`src/rtl/uart_byte_rx.sv`:
```
// uart_byte_rx: 8N1 serial receiver with oversampled mid-bit sampling.
// Emits each framed byte with a one-clock strobe and flags bad stop bits.
module uart_byte_rx #(
  parameter int CLK_HZ = 100_000_000,
  parameter int BAUD   = 9600,
  parameter int OVS    = 16
) (
  input  logic       clk,
  input  logic       rst,
  input  logic       rx,
  output logic [7:0] data_out,
  output logic       drive_line,
  output logic       framing_err,
  output logic       busy
);

  localparam int DIV = CLK_HZ / (BAUD * OVS);
  localparam int TW  = (DIV > 2) ? $clog2(DIV) : 1;
  localparam int SW  = $clog2(OVS);

  localparam logic [TW-1:0] TICK_LAST = TW'(DIV - 1);
  localparam logic [SW-1:0] SAMP_MID  = SW'(OVS / 2 - 1);
  localparam logic [SW-1:0] SAMP_LAST = SW'(OVS - 1);

  typedef enum logic [2:0] {
    IDLE,
    START,
    DATA,
    STOP,
    BRK
  } state_t;

  state_t state, state_n;

  logic          rx_q1, rx_s;
  logic [TW-1:0] tick_cnt;
  logic [SW-1:0] samp_cnt;
  logic [3:0]    bit_cnt;
  logic [7:0]    shreg;
  logic          tick, mid, bit_end;
  logic          load, ferr;

  assign tick    = (state != IDLE) && (tick_cnt == TICK_LAST);
  assign mid     = tick && (samp_cnt == SAMP_MID);
  assign bit_end = tick && (samp_cnt == SAMP_LAST);

  // two-flop synchronizer for the asynchronous line
  always_ff @(posedge clk) begin
    if (rst) begin
      rx_q1 <= 1'b1;
      rx_s  <= 1'b1;
    end else begin
      rx_q1 <= rx;
      rx_s  <= rx_q1;
    end
  end

  // state register plus tick/sample/bit counters
  // (counters start at 0 on start detection, so samp_cnt==OVS/2-1
  // is the middle of every bit and its wrap is the bit boundary)
  always_ff @(posedge clk) begin
    if (rst) begin
      state    <= IDLE;
      tick_cnt <= '0;
      samp_cnt <= '0;
      bit_cnt  <= '0;
    end else begin
      state <= state_n;
      if (state == IDLE) begin
        tick_cnt <= '0;
        samp_cnt <= '0;
        bit_cnt  <= '0;
      end else begin
        tick_cnt <= tick ? '0 : tick_cnt + 1'b1;
        if (tick)
          samp_cnt <= samp_cnt + 1'b1;
        if (state == DATA && mid)
          bit_cnt <= bit_cnt + 1'b1;
      end
    end
  end

  // next-state decode
  always_comb begin
    state_n = state;
    unique case (state)
      IDLE:  if (!rx_s) state_n = START;
      START: if (mid) state_n = rx_s ? IDLE : DATA;
      DATA:  if (bit_end && bit_cnt == 4'd8) state_n = STOP;
      STOP:  if (mid) state_n = rx_s ? IDLE : BRK;
      BRK:   if (rx_s) state_n = IDLE;
      default: state_n = IDLE;
    endcase
  end

  // output decode: good stop bit loads, low stop bit flags
  always_comb begin
    load = 1'b0;
    ferr = 1'b0;
    if (state == STOP && mid) begin
      load = rx_s;
      ferr = !rx_s;
    end
  end

  // shift register and registered outputs
  always_ff @(posedge clk) begin
    if (rst) begin
      shreg       <= '0;
      data_out    <= '0;
      drive_line  <= 1'b0;
      framing_err <= 1'b0;
      busy        <= 1'b0;
    end else begin
      if (state == DATA && mid)
        shreg[bit_cnt[2:0]] <= rx_s;
      if (load)
        data_out <= shreg;
      drive_line  <= load;
      framing_err <= ferr;
      busy        <= (state_n != IDLE);
    end
  end

endmodule

```
`config.mk`:
```
export PLATFORM = sky130hd
export DESIGN_NAME = uart_byte_rx
export DESIGN_NICKNAME = d
export VERILOG_FILES = /design/src/rtl/uart_byte_rx.sv
export SDC_FILE = /design/constraint.sdc
export NUM_CORES = 1
export LEC_CHECK = 0
export BUFFER_PORTS_ARGS = -buffer_cell sky130_fd_sc_hd__buf_4
export CORE_MARGIN = 2
export CORE_UTILIZATION = 50
export DETAILED_ROUTE_END_ITERATION = 8
export GPL_TIMING_DRIVEN = 0
export PLACE_DENSITY_LB_ADDON = 0.05
export RECOVER_POWER = 25
export SYNTH_ARGS = -nofsm -noshare
export SYNTH_HDL_FRONTEND = slang
export SYNTH_SLANG_ARGS = --single-unit
```
`constraint.sdc`:
```
create_clock -name clk -period 2.4 [get_ports clk]
set_input_delay 0.6 -clock clk [delete_from_list [all_inputs] [get_ports clk]]
set_output_delay 0.6 -clock clk [all_outputs]
set_load 0.02 [all_outputs]
```
# Word-level counts from Yosys, hierarchy flattened

Cells that the tools add are included.
Widths: inputs -> output; s select.

Reduce and logical (&&, ||, !) cells: 14
Multiplexer cells: 12
Eq/ne operators: 8
Magnitude comparators: 2
Add/subtract/negate cells: 3
Bitwise logic cells: 1

Operator list:

| operator              | number |
|---|---|
| $mux 3                | 6 |
| $pmux 3 s5            | 1 |
| $add 10x1->10 const B | 1 |
| $eq 10x10->1 const B  | 1 |
| $add 4x1->4 const B   | 2 |
| $bwmux 8              | 1 |
| $eq 4x4->1 const B    | 2 |
| $logic_and 1x1->1     | 7 |
| $eq 3x2->1 const B    | 2 |
| $reduce_bool 3->1     | 2 |
| $eq 4x3->1 const B    | 1 |
| $lt 3x4->1 const B    | 1 |
| $reduce_or 2->1       | 2 |
| $demux 1 s3           | 1 |
| $eq 3x1->1 const B    | 1 |
| $eq 3x3->1 const B    | 1 |
| $ge 3x1->1 const B    | 1 |
| $logic_not 3->1       | 1 |
| $reduce_or 3->1       | 1 |
| $mux 1                | 2 |
| $mux 2                | 1 |
| $logic_not 1->1       | 1 |
| $not 1->1             | 1 |

Flip-flop bits (word level): 42
Word-level logic and storage cells: 51
Output and inout port bits: 11
Input port bits: 3

# Longest topological paths before layout

Depth in word-level cells: 7
Depth in mapped cells: 8
Depth with buffers taken out: 6

# Least setup slack after synthesis

No wires, ideal clock.

Path type: register -> register
From: register tick_cnt[4]
To: register shreg[4]
Arrival: 2.047 ns
Stages on the path, launching flop included: 7
Path slack: 0.226 ns
Path buffers: 2
Cell sequence: dfxtp_1 -> or4b_4 -> or4_4 -> buf_6 -> buf_8 -> o41ai_2 -> a21oi_1

Longest elaborated chain between the ends: 4

Ends and longest elaborated chain:

| what                            | line | text |
|---|---|---|
| from (decl)                     | 36   | `logic [TW-1:0] tick_cnt;` |
| from (signal assigned)          | 74   | `tick_cnt <= tick ? '0 : tick_cnt + 1'b1;` |
| $eq 10x10->1                    | 43   | `assign tick = (state != IDLE) && (tick_cnt == TICK_LAST);` |
| $logic_and 1x1->1               | 43   |  |
| $logic_and 1x1->1               | 44   | `assign mid = tick && (samp_cnt == SAMP_MID);` |
| $logic_and 1x1->1               | 115  | `if (state == DATA && mid)` |
| to (signal, indexed assignment) | 116  | `shreg[bit_cnt[2:0]] <= rx_s;` |
| to (decl)                       | 39   | `logic [7:0] shreg;` |

Every way passes these cells.
A chain may end at the register's enable or synchronous reset.

# Worst setup path after layout

Ends and elaborated chain as after synthesis.

==> summary.txt <==
Placed design
  – PortBufs: 12
  – Final GP Congestion: between 0.8 and 0.9
  – Placed insts: between 200 and 300
  – Final HPWL DP: 3003 um

Clock tree
  – Root Buffer: clkbuf_8
  – Num CTS Buffers: 5
  – Clk sink count: 42
  – Post-CTS Resized: 0
  – CTS max path bufs: 2
  – Cts hold-fix bufs: 0
  – CTS tree: done
  – Clk_lat worst skew: approximately 0.29 ns
  – Post-CTS Setup Bufs: 0
  – H-tree Lvls: 2
  – CTS clk-pin slew, worst paths: 0.08 ns

Min path
  – Worst min path class: reg -> reg

Critical path
  – Crit path kind: reg -> reg
  – Startpoint types: register
  – Setup crit end kind: register
  – Crit path DAT: 2.47 ns
  – CP Data Required Time: 2.57 ns
  – CP max FO: 10

Finish
  – Share of layout cells above drive strength 1: 10.08%
  – Synth-to-layout area growth: 11.38%
  – NumNets Final: roughly 260
  – Layout Cells excl Fill: 296
  – Layout Utilization: 58.99%
  – ANT cells: 0

Global route
  – Number of global-route vias before repair: 1568
  – Overflow after GRT: 0
  – Initial antenna violation count: 0
  – Largest net degree at the start of global routing: 13
  – First-pass GRT wire length: 7224 um
  – GRT Total Usage: 21.89%

Synth
  – Synthesized area: 1968 um2
  – Ys async rst share: 0%
  – Synth Area per Inst: 8.632 um2
  – Syn nets: between 200 and 250
  – Ys Warns: 0
  – Top FF cell, synth: dfxtp_1
  – Synth Instances: 228
  – Post-synthesis sequential area ratio: 42.72%
  – Flops & latches, synth: 42
  – Post-synth EDFFs: 0
  – Unique cell type count in the Yosys netlist: 37

Timing
  – Final Critical Period: 2.298 ns
  – Crit share post-route: approximately 96%
  – Relative slew slack: between 30% and 40%
  – Max Transition Viols Final: 0
  – RSZ-0062 raised after global routing: no
  – Hold Violations, Final: 0
  – Max Freq: 435.1 MHz
  – Final setup viols: 0
  – Setup TNS Final: 0 ns
  – Worst-Margin Slew: 1.004 ns
  – Clk_skew: 0.01109 ns

Die
  – Io pins: 14
  – Full die area: 4454 um2
  – Number of core rows: 22
  – Die Span Y: 66.74 um
  – Starting density of the core: between 50 and 60%
  – Core box area: 3716 um2
  – Die width: 66.74 um

Power and ir drop
  – Tot Pwr: 0.001270 W
  – P per Cell Area: 579.3 nW/um2
  – Worst vdd ir: 0.4086 mV
  – Pleak: 0.6581 nW

Detailed routing
  – DR WL/cell: 14.14 um
  – Antenna viol nets, final: 0
  – DR DRC count: 0
  – Via-to-Cell Ratio: 5.682
  – 1st-pass router iterations: 4
  – Vias post-DR: about 1700
  – Routed Wire Length: around 4200 um
  – DRT iter0 DRCs: 88

Status
  – Status: finished clean

Run
  – Max-cap violations: 0
-- critical path, stage by stage (launching register included) --
cell and delay, ns:
dfxtp_1 0.37, or4b_4 0.60, or4_4 0.53, buf_6 0.15, buf_8 0.14, o41ai_2 0.30, a21oi_1 0.09
-- placed cells by master, fill, tap and decap left out, types with 2 or more instances in the layout --
cell,count
nor4_2,2
nand3b_1,4
or2_2,4
nand4b_1,3
a21oi_1,20
o41ai_1,2
buf_4,2
clkbuf_1,21
nor3_1,9
o41ai_2,2
nand2_1,12
nor3b_1,2
nand3_1,22
xor2_1,3
nor2_1,22
or3_1,7
nand2b_1,3
o21ai_0,15
nor4_1,7
mux2_2,2
nand4_1,4
ha_1,5
inv_1,5
dfxtp_1,42
xnor2_1,8
clkbuf_8,5
buf_6,2
-- layer usage --
metal / global-route usage [%] / part of all wire (%)
met4: 10.71 / 1.9
met2: 32.00 / 43
met5: 0 / 0
met3: 4.054 / 4.0
met1: 30.75 / 52
-- layout make-up --
class,count,area (um2)
timing repair buffer,12,52.55
tap,48,60.06
clock inverter,1,30.03
fill,369,1524
buffer,13,76.32
sequential,42,840.8
inverter,5,18.77
multi-input combinational,168,1037
clock buffer,7,76.32
-- sequential cells by signal, indices dropped and copies added (netlist names) --
register / cells
bit_cnt: 4
busy: 1
data_out: 8
drive_line: 1
framing_err: 1
rx_q1: 1
rx_s: 1
samp_cnt: 4
shreg: 8
state: 3
tick_cnt: 10
-- final timing paths --
check / start / endpoint / slack (ns) / cells past startpoint
max: tick_cnt[4] / shreg[4] / 0.10 / 6
min: rx_q1 / rx_s / 0.41 / 1
max reg2reg: tick_cnt[4] / shreg[4] / 0.10 / 6
min reg2reg: rx_q1 / rx_s / 0.41 / 1
-- per-stage QoR --
| stage | hold slack [ns] | setup slack, ns | area [um2] |
|---|---|---|---|
| after floorplan | 0.3895 | 0.2261 | 1968 |
| after global placement | 0.3916 | 0.06428 | 2118 |
| after detailed placement | 0.3983 | 0.04170 | 2118 |
| after CTS | 0.4164 | 0.003842 | 2225 |
| after global routing | 0.4372 | 0.02260 | 2192 |
| final | 0.4132 | 0.1019 | 2192 |
-- report_power, final --
part | internal [W] | switching (W) | leakage (nW)
clock | 0.000311 | 0.000228 | 0.0524
combinational | 0.00000813 | 0.0000187 | 0.267
sequential | 0.000700 | 0.00000302 | 0.339
-- cell families (layout without fill, tap and decap cells) --
family / Yosys count / after routing / synth area share [%]
mux: 3 / 3 / 1.653
xor+xnor: 11 / 11 / 4.895
flops: 42 / 42 / 42.72
fa+ha+maj: 5 / 5 / 3.179
buf+inv: 18 / 38 / 4.895
simple gates: 110 / 110 / 31.21
compound gates: 39 / 39 / 11.44
-- cell usage after synthesis, drive strengths merged (2+ instances only) --
cell type	number	share of area [%]
a21oi	20	5.1
buf	5	2.4
clkbuf	8	1.5
dfxtp	42	43
ha	5	3.2
inv	5	0.95
mux2	2	1.1
nand2	12	2.3
nand2b	3	0.95
nand3	22	5.6
nand3b	4	1.5
nand4	4	1.3
nand4b	3	1.3
nor2	22	4.2
nor3	9	2.3
nor3b	2	0.76
nor4	9	3.2
o21ai	15	3.8
o41ai	4	2.5
or2	4	1.3
or3	7	2.2
or4	2	0.95
xnor2	8	3.6
xor2	3	1.3
Power figures use the tool's default switching activity.
